`src/rtl/battle_engine_param.sv`:
```
// battle_engine_param: turn-based player-vs-enemy duel engine with ammo, defend and win flags.
// Optional CRIT_EN macro adds an LFSR-driven critical hit (doubled damage) and a crit_hit output.
module battle_engine_param #(
  parameter int HP_W       = 8,
  parameter int MAX_HP     = 100,
  parameter int AMMO_W     = 5,
  parameter int INIT_SWORD = 3,
  parameter int INIT_BAT   = 5,
  parameter int PUNCH_DMG  = 5,
  parameter int SWORD_DMG  = 20,
  parameter int BAT_DMG    = 12
) (
  input  logic              clk,
  input  logic              rst_n,
  input  logic              collision_detected,
  input  logic              player_valid,
  input  logic [1:0]        player_choice,
  input  logic              enemy_valid,
  input  logic [1:0]        enemy_choice,
  output logic [HP_W-1:0]   player_HB,
  output logic [HP_W-1:0]   enemy_HB,
  output logic [AMMO_W-1:0] player_remained_sword,
  output logic [AMMO_W-1:0] player_remained_baseballbat,
  output logic [AMMO_W-1:0] enemy_remained_sword,
  output logic [AMMO_W-1:0] enemy_remained_baseballbat,
  output logic              player_turn,
  output logic              in_battle,
  output logic              move_reject,
  output logic              player_win,
  output logic              enemy_win
`ifdef CRIT_EN
  ,
  output logic              crit_hit
`endif
);
  typedef enum logic [2:0] {IDLE, P_WAIT, P_APPLY, E_WAIT, E_APPLY, OVER} state_t;
  localparam logic [HP_W-1:0]   HP0 = HP_W'(MAX_HP);
  localparam logic [AMMO_W-1:0] SW0 = AMMO_W'(INIT_SWORD);
  localparam logic [AMMO_W-1:0] BT0 = AMMO_W'(INIT_BAT);
  state_t state_q, state_d;
  logic [HP_W-1:0] php_q, php_d, ehp_q, ehp_d;
  logic [AMMO_W-1:0] ps_q, ps_d, pb_q, pb_d, es_q, es_d, eb_q, eb_d;
  logic [1:0] mv_q, mv_d;
  logic coll_q, pg_q, pg_d, eg_q, eg_d, rej_q, rej_d, pwin_q, pwin_d, ewin_q, ewin_d;
  logic pturn_q, pturn_d, inb_q, inb_d;
  logic rise, p_wait, e_wait, p_app, e_app, valid, empty, def, crit;
  logic [1:0] ch;
  logic [AMMO_W-1:0] sw, bt;
  logic [HP_W-1:0] base, sat, dmg, tgt_hp, new_hp;
  assign rise   = collision_detected & ~coll_q;
  assign p_wait = state_q == P_WAIT;
  assign e_wait = state_q == E_WAIT;
  assign p_app  = state_q == P_APPLY;
  assign e_app  = state_q == E_APPLY;
  assign valid  = (p_wait & player_valid) | (e_wait & enemy_valid);
  assign ch     = p_wait ? player_choice : enemy_choice;
  assign sw     = p_wait ? ps_q : es_q;
  assign bt     = p_wait ? pb_q : eb_q;
  assign empty  = (ch == 2'b01 && sw == '0) || (ch == 2'b10 && bt == '0);
  assign def    = mv_q == 2'b11;
  assign base   = mv_q == 2'b00 ? HP_W'(PUNCH_DMG) : mv_q == 2'b01 ? HP_W'(SWORD_DMG) : HP_W'(BAT_DMG);
`ifdef CRIT_EN
  logic [15:0] lfsr_q;
  logic crit_q;
  always_ff @(posedge clk or negedge rst_n)
    if (!rst_n) lfsr_q <= 16'hACE1;
    else        lfsr_q <= {1'b0, lfsr_q[15:1]} ^ (lfsr_q[0] ? 16'hB400 : 16'h0000);
  assign crit     = lfsr_q[2:0] == 3'b000;
  assign crit_hit = crit_q;
  // doubling saturates at the top of the HP range rather than wrapping
  assign sat = crit ? (base[HP_W-1] ? '1 : {base[HP_W-2:0], 1'b0}) : base;
`else
  assign crit = 1'b0;
  assign sat  = base;
`endif
  assign tgt_hp = p_app ? ehp_q : php_q;
  assign dmg    = (p_app ? eg_q : pg_q) ? sat >> 1 : sat;
  assign new_hp = def ? tgt_hp : (tgt_hp > dmg ? tgt_hp - dmg : '0);
  always_comb begin
    state_d = state_q;
    php_d = php_q;
    ehp_d = ehp_q;
    ps_d = ps_q;
    pb_d = pb_q;
    es_d = es_q;
    eb_d = eb_q;
    mv_d = mv_q;
    pg_d = pg_q;
    eg_d = eg_q;
    pwin_d = pwin_q;
    ewin_d = ewin_q;
    rej_d = 1'b0;
    if (rise && (state_q == IDLE || state_q == OVER)) begin
      state_d = P_WAIT;
      php_d = HP0;
      ehp_d = HP0;
      ps_d = SW0;
      pb_d = BT0;
      es_d = SW0;
      eb_d = BT0;
      pg_d = 1'b0;
      eg_d = 1'b0;
      pwin_d = 1'b0;
      ewin_d = 1'b0;
    end else if (valid) begin
      rej_d = empty;
      mv_d = empty ? mv_q : ch;
      state_d = empty ? state_q : (p_wait ? P_APPLY : E_APPLY);
    end else if (p_app) begin
      ehp_d = new_hp;
      eg_d = 1'b0;
      pg_d = pg_q | def;
      ps_d = ps_q - AMMO_W'(mv_q == 2'b01);
      pb_d = pb_q - AMMO_W'(mv_q == 2'b10);
      pwin_d = new_hp == '0;
      state_d = new_hp == '0 ? OVER : E_WAIT;
    end else if (e_app) begin
      php_d = new_hp;
      pg_d = 1'b0;
      eg_d = eg_q | def;
      es_d = es_q - AMMO_W'(mv_q == 2'b01);
      eb_d = eb_q - AMMO_W'(mv_q == 2'b10);
      ewin_d = new_hp == '0;
      state_d = new_hp == '0 ? OVER : P_WAIT;
    end
    pturn_d = state_d == P_WAIT || state_d == P_APPLY;
    inb_d = state_d != IDLE && state_d != OVER;
  end
  always_ff @(posedge clk or negedge rst_n)
    if (!rst_n) begin
      state_q <= IDLE;
      coll_q <= 1'b0;
      php_q <= HP0;
      ehp_q <= HP0;
      ps_q <= SW0;
      pb_q <= BT0;
      es_q <= SW0;
      eb_q <= BT0;
      mv_q <= 2'b00;
      pg_q <= 1'b0;
      eg_q <= 1'b0;
      rej_q <= 1'b0;
      pwin_q <= 1'b0;
      ewin_q <= 1'b0;
      pturn_q <= 1'b0;
      inb_q <= 1'b0;
`ifdef CRIT_EN
      crit_q <= 1'b0;
`endif
    end else begin
      state_q <= state_d;
      coll_q <= collision_detected;
      php_q <= php_d;
      ehp_q <= ehp_d;
      ps_q <= ps_d;
      pb_q <= pb_d;
      es_q <= es_d;
      eb_q <= eb_d;
      mv_q <= mv_d;
      pg_q <= pg_d;
      eg_q <= eg_d;
      rej_q <= rej_d;
      pwin_q <= pwin_d;
      ewin_q <= ewin_d;
      pturn_q <= pturn_d;
      inb_q <= inb_d;
`ifdef CRIT_EN
      crit_q <= (p_app | e_app) & crit & ~def;
`endif
    end
  assign player_HB = php_q;
  assign enemy_HB = ehp_q;
  assign player_remained_sword = ps_q;
  assign player_remained_baseballbat = pb_q;
  assign enemy_remained_sword = es_q;
  assign enemy_remained_baseballbat = eb_q;
  assign player_turn = pturn_q;
  assign in_battle = inb_q;
  assign move_reject = rej_q;
  assign player_win = pwin_q;
  assign enemy_win = ewin_q;
endmodule

```
`config.mk`:
```
export PLATFORM = sky130hd
export DESIGN_NAME = battle_engine_param
export DESIGN_NICKNAME = d
export VERILOG_FILES = /design/src/rtl/battle_engine_param.sv
export SDC_FILE = /design/constraint.sdc
export NUM_CORES = 1
export LEC_CHECK = 0
export CAP_MARGIN = 20
export CELL_PAD_IN_SITES_DETAIL_PLACEMENT = 1
export CELL_PAD_IN_SITES_GLOBAL_PLACEMENT = 2
export CORE_ASPECT_RATIO = 1.5
export CORE_MARGIN = 5
export CORE_UTILIZATION = 36
export CTS_BUF_LIST = sky130_fd_sc_hd__clkbuf_4 sky130_fd_sc_hd__clkbuf_8
export DETAILED_ROUTE_END_ITERATION = 7
export PLACE_DENSITY = 0.88
export SLEW_MARGIN = 20
export SYNTH_ARGS = -nofsm -noshare
export SYNTH_HDL_FRONTEND = slang
export SYNTH_SLANG_ARGS = --single-unit
```
`constraint.sdc`:
```
create_clock -name clk -period 7.7 [get_ports clk]
set_input_delay 2.31 -clock clk [delete_from_list [all_inputs] [get_ports clk]]
set_output_delay 2.31 -clock clk [all_outputs]
set_load 0.01 [all_outputs]
```
==> results.cfg <==
[min_path]
hp-class = flip-flop to flip-flop
min_path_cells = 2
worstHoldStart = enemy_HB[6]

[cts]
cts_buffers = 5
postCtsResizedCells = 0
cts_tree = done
post_cts_buffers = 0
clk_latency_ns = 0.31
root_buffer = clkbuf_8
cts-htree-levels = 2
cts_sinks = 49
ctsHoldBuffers = 0
path_clk_slew_ns = 0.09
clockBufferDepth = 2

[logic_synthesis]
synth_top_area_cell = dfrtp_1
async_flop_share_pct = 100
synth_top_family_by_area = simple AND/OR/NAND/NOR gates
synth-edff-count = 0
synth_cell_types = 50
muxShareOfSynthArea_pct = 3.71
ys_warn_count = 0
yosys.area_share.simple_pct = 24.3
synthFlopType = dfrtp_1
synth_nets = 362
synth_seq_cells = 49
synthTopCellsByArea = dfrtp_1 29%, dfstp_2 12%, nand2_1 6.0%
syn_area_sq_um = 3000
synth_xor_area_share_pct = 4.96
synth_compound_area_share_pct = 15.7
synth_fa_ha_area_share_pct = 6.09
synth.avg_cell_area_sq_um = 8.85
postSynthCellCount = 339
yosysSeqAreaShare_pct = 41.5
synth_top_area_share_pct = 29.2

[power]
powerDensity_nw_per_um2 = 442
peakVddDrop_mv = 0.163
p_leak_nw = 1.57

[timing]
tightest_slew_ns = 0.977
hold_violations = 0
whs_ns = 0.534
post-route-min-period_ns = 4.48
max_freq_ghz = 0.223
fin_ws_ns = 3.22
slew_viol_final = 0
finalSetupViolCount = 0
skew_ns = 0.00598
fin_tns_setup_ns = 0
fin_crit_sh_pct = 58.1
rsz0062_at_grt = false
maxSlewHeadroom_pct = 34.7

[die]
die_h_um = 122
core_area_sq_um = 8060
die-area_sq_um = 10300
ios = 50
rows = 40
fp.dieW_um = 84.5
start_util_pct = 37.2

[global_route]
antenna_found_initial = 0
grt_max_degree = 50
grt_pass1_vias = 2815
grt-ovfl-total = 0
grtUsageTotal_pct = 17.1
grt_pass1_wl_um = 14100

[cells_and_area]
diodes = 0
nNetsFinal = 404
drive_above_1_share_pct = 10.2
syn_to_final_growth_pct = 22.4
stdcell_area_sq_um = 3670

[drt]
first_pass_iters = 4
wl_met3_um = 180
wl_um = 8460
drt-initial-drc-count = 69
met2WireLength_um = 4680
viasPerCell = 5.44
met1_length_um = 3490
wl_per_cell_um = 17.4
via_count = 2649
drcViolationCount = 0
postRouteAntennaNets = 0
dr.max_layer_used = met4

[worst_setup_path]
path_cells = clkdlybuf4s50_1 > or4b_2 > o41ai_1 > o21a_1 > nor2_1 > nor2_1 > mux2i_1 > a32oi_1
critPathLaunch = enemy_choice[1]
cpPeakStageDelay_ns = 0.60
worstSetupStartpointType = input pin
path_class = input pin to flip-flop
cp_data_arrival_time_ns = 4.66
critPathTopFamily = simple AND/OR/NAND/NOR gates
reg2regPathDepth = 15
crit_buf_inv = 1
cp.depth = 8
cp.required_ns = 7.89
end_kind = flip-flop
worst_r2r_startpoint = state_q[1]
crit_slowest_cell = or4b_2
cp_common_cell = nor2_1
path_max_fanout = 7

[job]
drv_cap = 0

[run_status]
outcome = finished clean

[placed_design]
numPortBuffers = 49
placed_cell_area_sq_um = 3570
dp_hpwl_um = 6230
dp_slack_ns = 2.88
routabilityCongestion = 0.793
==> path summary, 6_finish.rpt <==
kind	slack (ns)	endpoint
hold / removal	0.53	enemy_HB[6]
setup / recovery	3.22	player_turn
min in group asynchronous	2.09	coll_q
setup reg to reg	3.29	state_q[2]
max in group asynchronous	5.16	player_remained_baseballbat[1]
hold reg to reg	0.53	enemy_HB[6]
==> cells in the mapped netlist, types with 2 or more instances <==
cell	count
mux2i_1	10
xnor2_1	10
o21ai_0	31
and2_1	4
dfstp_2	14
nor2_1	35
a21oi_1	8
a21o_1	2
nor2b_1	7
nor4b_1	9
ha_1	13
or2_2	2
nand2_1	48
nand3_1	6
a22oi_1	2
clkbuf_1	15
inv_1	10
and3_1	3
a22o_1	3
nor3_1	17
nor4_1	2
xor2_1	7
dfrtp_1	35
buf_2	2
o21a_1	3
o32ai_1	2
o22ai_1	12
nand2b_1	5
==> power breakdown <==
part	internal, mW	leakage, nW	switching [mW]	total (mW)
clock network	0.0754	0.0498	0.0883	0.164
registers	0.377	0.609	0.129	0.506
logic	0.432	0.910	0.521	0.953
==> final cells by class <==
cell class                 instances  area (sq um)
clock buffer                       8          91.3
sequential                        49          1240
fill                             953          4390
tap                              105           131
timing repair buffer              53           515
multi-input combinational        262          1650
inverter                          10          37.5
==> state kept, by name, summed over array words and instances, names as in the netlist <==
| register | count |
|---|---|
| coll_q | 1 |
| eg_q | 1 |
| enemy_HB | 8 |
| enemy_remained_baseballbat | 5 |
| enemy_remained_sword | 5 |
| enemy_win | 1 |
| in_battle | 1 |
| move_reject | 1 |
| mv_q | 2 |
| pg_q | 1 |
| player_HB | 8 |
| player_remained_baseballbat | 5 |
| player_remained_sword | 5 |
| player_turn | 1 |
| player_win | 1 |
| state_q | 3 |
==> metrics by stage <==
step | cells | utilization, % | power (mW)
final | 487 | 45.6 | 1.62
after detailed placement | 479 | 44.4 | 1.47
after floorplan | 339 | - | 1.11
after global placement | 479 | 44.4 | 1.44
after CTS | 487 | 45.5 | 1.64
after global routing | 487 | 45.6 | 1.77
==> tightest hold or removal path, cell delays in order (launching register included) <==
cell     delay (ns)
dfstp_2        0.41
o21ai_0        0.08
nand2_1        0.05
==> logic make-up after synthesis <==
group           after synthesis
flops                        49
fa+ha+maj                    14
xor+xnor                     17
buf+inv                      28
simple gates                146
compound gates               74
mux                          11
==> cells in the final DEF (no fill, tap or decap), drive strengths merged, types with 12 or more instances in the layout <==
cell type       n
dfrtp          35
nor2           35
o22ai          12
ha             13
nand2          48
nor3           18
o21ai          31
dfstp          14
clkdlybuf4s50  48
==> layer usage <==
metal | up-vias | GRT usage, %
met4 | 0 | 5.05
met2 | 30 | 32.9
li1 | 1281 | -
met3 | 8 | 2.64
met1 | 1330 | 19.1
met5 | - | 0
(Power assumes the default switching activity.)
